<file path="src/rtl/snake_vga_renderer.sv">
// Snake game pixel renderer.
// Classifies each scanned pixel as apple, head, body, wall or empty and
// colours it. A vsync-driven frame counter makes the apple pulse and the
// snake flash on game over. A pause mode dims the picture. The play mode is
// latched only on a vsync rising edge, so a mode change never tears a frame.
// There is a fixed 2-clock pipeline. de/hs/vs go through delay lines of the
// same length, so they stay aligned with vga_rgb.
module snake_vga_renderer #(
    parameter int          H_ACTIVE    = 480,
    parameter int          V_ACTIVE    = 272,
    parameter int          CELL_LOG2   = 4,
    parameter int          GRID_X_W    = 6,
    parameter int          GRID_Y_W    = 5,
    parameter int          BLINK_LOG2  = 4,
    parameter logic [23:0] HEAD_COLOR  = 24'h0000FF,
    parameter logic [23:0] BODY_COLOR  = 24'hFFFF00,
    parameter logic [23:0] WALL_COLOR  = 24'hFF0000,
    parameter logic [23:0] APPLE_COLOR = 24'hFF0000,
    parameter logic [23:0] BG_COLOR    = 24'h000000,
    parameter logic [23:0] OVER_COLOR  = 24'hFFFFFF
) (
    input  logic                clk,
    input  logic                rst,
    input  logic [11:0]         x_pos,
    input  logic [11:0]         y_pos,
    input  logic                de_in,
    input  logic                hs_in,
    input  logic                vs_in,
    input  logic [1:0]          snake,
    input  logic [GRID_X_W-1:0] apple_x,
    input  logic [GRID_Y_W-1:0] apple_y,
    input  logic [1:0]          mode,
    output logic [23:0]         vga_rgb,
    output logic                de_out,
    output logic                hs_out,
    output logic                vs_out
);

    localparam logic [1:0]  MODE_PLAY   = 2'b00;
    localparam logic [1:0]  MODE_PAUSE  = 2'b01;
    localparam logic [1:0]  MODE_OVER   = 2'b10;

    localparam logic [1:0]  CODE_HEAD   = 2'b01;
    localparam logic [1:0]  CODE_BODY   = 2'b10;
    localparam logic [1:0]  CODE_WALL   = 2'b11;

    localparam logic [11:0] LP_H_ACTIVE = 12'(H_ACTIVE);
    localparam logic [11:0] LP_V_ACTIVE = 12'(V_ACTIVE);

    // Halve every 8-bit channel. Used for the apple pulse and the pause dim.
    function automatic logic [23:0] f_half(input logic [23:0] c);
        return {1'b0, c[23:17], 1'b0, c[15:9], 1'b0, c[7:1]};
    endfunction

    // Frame-rate state
    logic                  r_vs_prev;
    logic [BLINK_LOG2-1:0] r_frame_cnt;
    logic [1:0]            r_mode_lat;

    // Stage 1 registers
    logic                  r_active_p1;
    logic                  r_apple_p1;
    logic                  r_corner_p1;
    logic [1:0]            r_code_p1;
    logic                  r_de_p1;
    logic                  r_hs_p1;
    logic                  r_vs_p1;

    // Stage 0 combinational classification
    logic [GRID_X_W-1:0]   w_cell_x;
    logic [GRID_Y_W-1:0]   w_cell_y;
    logic                  w_active_p0;
    logic                  w_apple_p0;
    logic                  w_corner_p0;
    logic [1:0]            w_mode_norm;
    logic                  w_vs_rise;

    // Stage 2 colour selection
    logic                  w_phase;
    logic                  w_pause;
    logic                  w_over;
    logic                  w_play;
    logic [23:0]           w_rgb_p1;

    // Cell indices are truncated, so an apple outside the visible grid never matches.
    assign w_cell_x    = GRID_X_W'(x_pos >> CELL_LOG2);
    assign w_cell_y    = GRID_Y_W'(y_pos >> CELL_LOG2);
    assign w_active_p0 = (x_pos < LP_H_ACTIVE) && (y_pos < LP_V_ACTIVE);
    assign w_apple_p0  = (w_cell_x == apple_x) && (w_cell_y == apple_y);
    assign w_corner_p0 = (x_pos[CELL_LOG2-1:0] == '0) && (y_pos[CELL_LOG2-1:0] == '0);

    // The reserved mode code behaves like PLAY, so it is folded into PLAY before it is latched.
    assign w_mode_norm = (mode == 2'b11) ? MODE_PLAY : mode;
    assign w_vs_rise   = vs_in && !r_vs_prev;

    // Latch the mode and advance or restart the blink counter on each vsync rising edge.
    always_ff @(posedge clk or posedge rst) begin
        if (rst) begin
            r_vs_prev   <= 1'b0;
            r_frame_cnt <= '0;
            r_mode_lat  <= MODE_PLAY;
        end else begin
            r_vs_prev <= vs_in;
            if (w_vs_rise) begin
                r_mode_lat <= w_mode_norm;
                // A mode change restarts the counter, so a new mode always starts in phase 0.
                if (w_mode_norm != r_mode_lat) begin
                    r_frame_cnt <= '0;
                end else begin
                    r_frame_cnt <= r_frame_cnt + BLINK_LOG2'(1);
                end
            end
        end
    end

    // Stage 0 -> 1: register the pixel classification and the sync signals.
    always_ff @(posedge clk or posedge rst) begin
        if (rst) begin
            r_active_p1 <= 1'b0;
            r_apple_p1  <= 1'b0;
            r_corner_p1 <= 1'b0;
            r_code_p1   <= 2'b00;
            r_de_p1     <= 1'b0;
            r_hs_p1     <= 1'b0;
            r_vs_p1     <= 1'b0;
        end else begin
            r_active_p1 <= w_active_p0;
            r_apple_p1  <= w_apple_p0;
            r_corner_p1 <= w_corner_p0;
            r_code_p1   <= snake;
            r_de_p1     <= de_in;
            r_hs_p1     <= hs_in;
            r_vs_p1     <= vs_in;
        end
    end

    assign w_phase = r_frame_cnt[BLINK_LOG2-1];
    assign w_pause = (r_mode_lat == MODE_PAUSE);
    assign w_over  = (r_mode_lat == MODE_OVER);
    assign w_play  = !w_pause && !w_over;

    // Choose the pixel colour by priority, then dim the whole picture in pause.
    always_comb begin
        w_rgb_p1 = BG_COLOR;
        if (!r_active_p1) begin
            w_rgb_p1 = 24'h000000;
        end else if (r_apple_p1 && !w_over) begin
            // On game over the apple is hidden and its cell falls through to the cell code below.
            if (r_corner_p1) begin
                w_rgb_p1 = BG_COLOR;
            end else if (w_play && w_phase) begin
                w_rgb_p1 = f_half(APPLE_COLOR);
            end else begin
                w_rgb_p1 = APPLE_COLOR;
            end
        end else begin
            case (r_code_p1)
                CODE_WALL: w_rgb_p1 = WALL_COLOR;
                CODE_HEAD, CODE_BODY: begin
                    if (r_corner_p1) begin
                        w_rgb_p1 = BG_COLOR;
                    end else if (w_over && w_phase) begin
                        w_rgb_p1 = OVER_COLOR;
                    end else if (r_code_p1 == CODE_HEAD) begin
                        w_rgb_p1 = HEAD_COLOR;
                    end else begin
                        w_rgb_p1 = BODY_COLOR;
                    end
                end
                default:   w_rgb_p1 = BG_COLOR;
            endcase
        end
        if (w_pause) begin
            w_rgb_p1 = f_half(w_rgb_p1);
        end
    end

    // Stage 1 -> 2: register the colour and the aligned sync signals onto the output pins.
    always_ff @(posedge clk or posedge rst) begin
        if (rst) begin
            vga_rgb <= 24'h000000;
            de_out  <= 1'b0;
            hs_out  <= 1'b0;
            vs_out  <= 1'b0;
        end else begin
            vga_rgb <= w_rgb_p1;
            de_out  <= r_de_p1;
            hs_out  <= r_hs_p1;
            vs_out  <= r_vs_p1;
        end
    end

endmodule

</file>
<file path="config.mk">
export PLATFORM = sky130hd
export DESIGN_NAME = snake_vga_renderer
export DESIGN_NICKNAME = d
export VERILOG_FILES = /design/src/rtl/snake_vga_renderer.sv
export SDC_FILE = /design/constraint.sdc
export NUM_CORES = 1
export LEC_CHECK = 0
export CELL_PAD_IN_SITES_DETAIL_PLACEMENT = 0
export CELL_PAD_IN_SITES_GLOBAL_PLACEMENT = 1
export CORE_MARGIN = 2
export CORE_UTILIZATION = 30
export DETAILED_ROUTE_END_ITERATION = 10
export GPL_ROUTABILITY_DRIVEN = 1
export GPL_TIMING_DRIVEN = 0
export HOLD_SLACK_MARGIN = 0.15
export PLACE_DENSITY = 0.88
export SETUP_SLACK_MARGIN = 0.5
export SYNTH_ARGS = -nofsm -noshare
export SYNTH_HDL_FRONTEND = slang
export SYNTH_SLANG_ARGS = --single-unit
</file>
<file path="constraint.sdc">
create_clock -name clk -period 2.9 [get_ports clk]
set_input_delay 0.87 -clock clk [delete_from_list [all_inputs] [get_ports clk]]
set_output_delay 0.87 -clock clk [all_outputs]
set_load 0.05 [all_outputs]
</file>
==> metrics.md <==
| Metric | Value |
|---|---|
| Run status | complete, no violations |
| Hold path startpoint | r_de_p1 |
| Gp weighted congestion | 0.699 |
| Max Used Layer | met4 |
| Clk_lat worst skew | between 200 and 300 ps |
| CTS tree | done |
| Flops & latches, synth | 24 |
| Setup Crit Path Kind | reg2out |
| Total gr overflow | 0 |
| Initial DRT Pass Iterations | 4 |
| First-pass GRT wire length | 4660 um |
| Yosys warns | 0 |
| Critical path endpoint category | primary output |
| Max_slew headroom | 0.425 |
| Initial Utilization | 0.318 |
| Maximum buffer depth of the clock tree | 2 |
| Area grow syn2layout | 62.7% |
| Port Buffers | 70 |
| CTS Buf Count | 3 |
| Met2 wire len | 1250 um |
| Fill cells | 386 |
| Fin nets | 244 |
| Peak supply drop | 0.196 mV |
| Vias per cell | 4.43 |
| Synth Cell Area | 1300 um^2 |
| Largest net degree at the start of global routing | 25 |
| Dpl cells | 239 |
| Critical-path top delay cell | clkdlybuf4s50_1 |
| Die ar. | 4870 um^2 |
| Worst-Margin Slew | 861 ps |
| Max-Cap Viols | 0 |
| Core Rows | 23 |
| Tot GR Track Use | 0.116 |
| Register-to-register setup slack | 1450 ps |
| CP required | 2030 ps |
| Die height | 69.8 um |
| Final Hold Vio Count | 0 |
| Commonest cells after routing, fill and taps aside | clkdlybuf4s50_1, dfrtp_1, dlygate4sd2_1 |
| Max Freq | roughly 0.44 GHz |
| Setup violations, final | 0 |
| Critical path launch point type | register |
| ANT cells | 0 |
| Seq/Total Area, Yosys | 0.463 |
| DR vias | about 1100 |
| Leakage | 1.02 nW |
| Final HPWL DP | 2180 um |
| Initial DRC count | 7 |
| Final clock skew | approximately 10 ps |
| CTS sink count | 24 |
| Setup TNS after final layout | 0 ps |
| Initial antenna violation count | 0 |
| Clock transition at path regs | 90 ps |
| Syn nets | 169 |
| Final ANT Viol Nets | 0 |
| Minimum clock period | approximately 2300 ps |
| DRC Markers | 0 |
| Final Max Slew Viols | 0 |
| Min-Delay Path Class | reg2reg |
| Wire length on met3 | 277 um |
| Slowest stage delay, CP | about 790 ps |
| Layout cells sized above 1 | 0.135 |
| CORE AREA | 4090 um^2 |
| Final Worst Setup Slack | 631 ps |
| Non-filler cells, final | 243 |
| CTS Root Cell | clkbuf_8 |
| Fin crit share | 0.782 |
| Most common cell after layout, fill and taps aside | clkdlybuf4s50_1 |
| Drt total wl | 2580 um |
| WL/cell | between 10 and 15 um |
| Number of global-route vias before repair | 1106 |
| H-Tree Depth | 1 |
| Pwr/cell area | 409 nW/um^2 |
| Worst setup path start | vs_out |
| Synth Instances | 119 |
| CP top delay family | buffers and inverters |
| Yosys cell types | 32 |
| RSZ-0062 raised after global routing | no |
| Chip Width | 69.8 um |
| Critical Path Fanout Max | 1 |
| Crit path DAT | 1400 ps |
| Post-CTS Setup Repair Bufs | 0 |
| IO Pins | 71 |
| RR Startpoint | r_mode_lat[0] |
| Setup WS pre-CTS | about 640 ps |
| Bufs and invs on worst path | 1 |
| Synthesized area per cell | 10.9 um^2 |
| Critical path cell sequence | clkdlybuf4s50_1 |
| Met1 wire length | 998 um |
where the power goes:
group          switching [mW]  total (mW)  internal (mW)  leakage (nW)
Clock                   0.103       0.287          0.184        0.0357
Combinational          0.0760       0.185          0.109         0.672
Sequential             0.0263       0.391          0.365         0.312
Total                   0.205       0.863          0.658          1.02
through the flow:
stage	power, mW	utilization	instance area (um^2)	hold WS, ps
2_1_floorplan	0.494	-	1300	331
3_3_place_gp	0.580	0.504	2060	333
3_5_place_dp	0.584	0.504	2060	338
4_1_cts	0.873	0.516	2110	358
5_1_grt	0.914	0.517	2110	364
6_report	0.863	0.517	2110	355
path summary, 6_finish.rpt:
check | end | cells past startpoint
setup / recovery | vs_out | 1
hold / removal | de_out | 0
setup reg to reg | vga_rgb[23] | 5
hold reg to reg | de_out | 0
max in group asynchronous | vga_rgb[21] | 2
min in group asynchronous | hs_out | 2
synthesized netlist by cell type:
master,n,share of area
mux2i_1,1,0.0077
inv_1,6,0.017
or3_1,2,0.0096
a41oi_1,1,0.0068
a22oi_2,1,0.0096
or4_1,2,0.012
nor4_1,1,0.0048
and4bb_1,1,0.0096
nand2_1,4,0.012
dfrtp_1,24,0.46
a311oi_2,1,0.012
xnor2_1,12,0.081
nand3_1,4,0.015
nand2b_4,2,0.021
a21o_1,1,0.0058
mux2_4,1,0.012
a21oi_1,6,0.023
nor3_1,3,0.012
nand2b_1,4,0.019
nand3b_1,1,0.0058
and2b_1,1,0.0058
a21boi_1,1,0.0058
nand4_1,2,0.0096
ha_1,6,0.058
nand4b_1,1,0.0068
o21ai_0,4,0.015
buf_4,17,0.098
nor2_1,5,0.014
a211o_1,1,0.0068
o41ai_1,1,0.0068
xor2_1,1,0.0068
nor4bb_1,1,0.0077
worst reg2reg max path, delay by kind of cell (launching register included):
family                     cells  cell delay [ps]
DFF                            1              430
and+or+nand+nor                1              190
buffers and inverters          1               60
muxes                          1              320
adders and majority gates      1              230
AOI/OAI and AO/OA              1              140
final cells by class:
class | instances | area (um^2) | share of cell area
clock inverter | 1 | 30.0 | 0.0142
multi-input combinational | 72 | 547 | 0.259
clock buffer | 3 | 41.3 | 0.0196
inverter | 6 | 22.5 | 0.0107
buffer | 17 | 128 | 0.0605
timing repair buffer | 70 | 679 | 0.322
tap | 50 | 62.6 | 0.0296
sequential | 24 | 601 | 0.285
kinds of logic (layout without fill, tap and decap cells):
| family | Yosys count | in the layout | synth area share |
|---|---|---|---|
| buf+inv | 23 | 97 | 0.116 |
| mux | 2 | 2 | 0.0193 |
| compound gates | 17 | 17 | 0.0916 |
| xor+xnor | 13 | 13 | 0.0878 |
| fa+ha+maj | 6 | 6 | 0.0579 |
| flops | 24 | 24 | 0.463 |
| simple gates | 34 | 34 | 0.165 |
what timing repair did:
action | in CTS | in global routing
resized for setup | 19 | 1
endpoints found under the setup margin | 19 | 1
hold buffers | 0 | 0
endpoints found under the hold margin | 0 | 0
layer usage:
layer  vias up  track usage
met5         -            0
met4         0       0.0577
met3         5       0.0305
met2        68        0.196
met1       462        0.135
li1        542            -
state kept, by name (all words and copies together), names as in the netlist:
| signal | cells |
|---|---|
| r_vs_p1 | 1 |
| r_active_p1 | 1 |
| de_out | 1 |
| r_de_p1 | 1 |
| vga_rgb | 7 |
| r_hs_p1 | 1 |
| r_corner_p1 | 1 |
| vs_out | 1 |
| hs_out | 1 |
| r_apple_p1 | 1 |
| r_mode_lat | 2 |
| r_code_p1 | 2 |
| r_frame_cnt | 4 |
(Power assumes the default switching activity.)
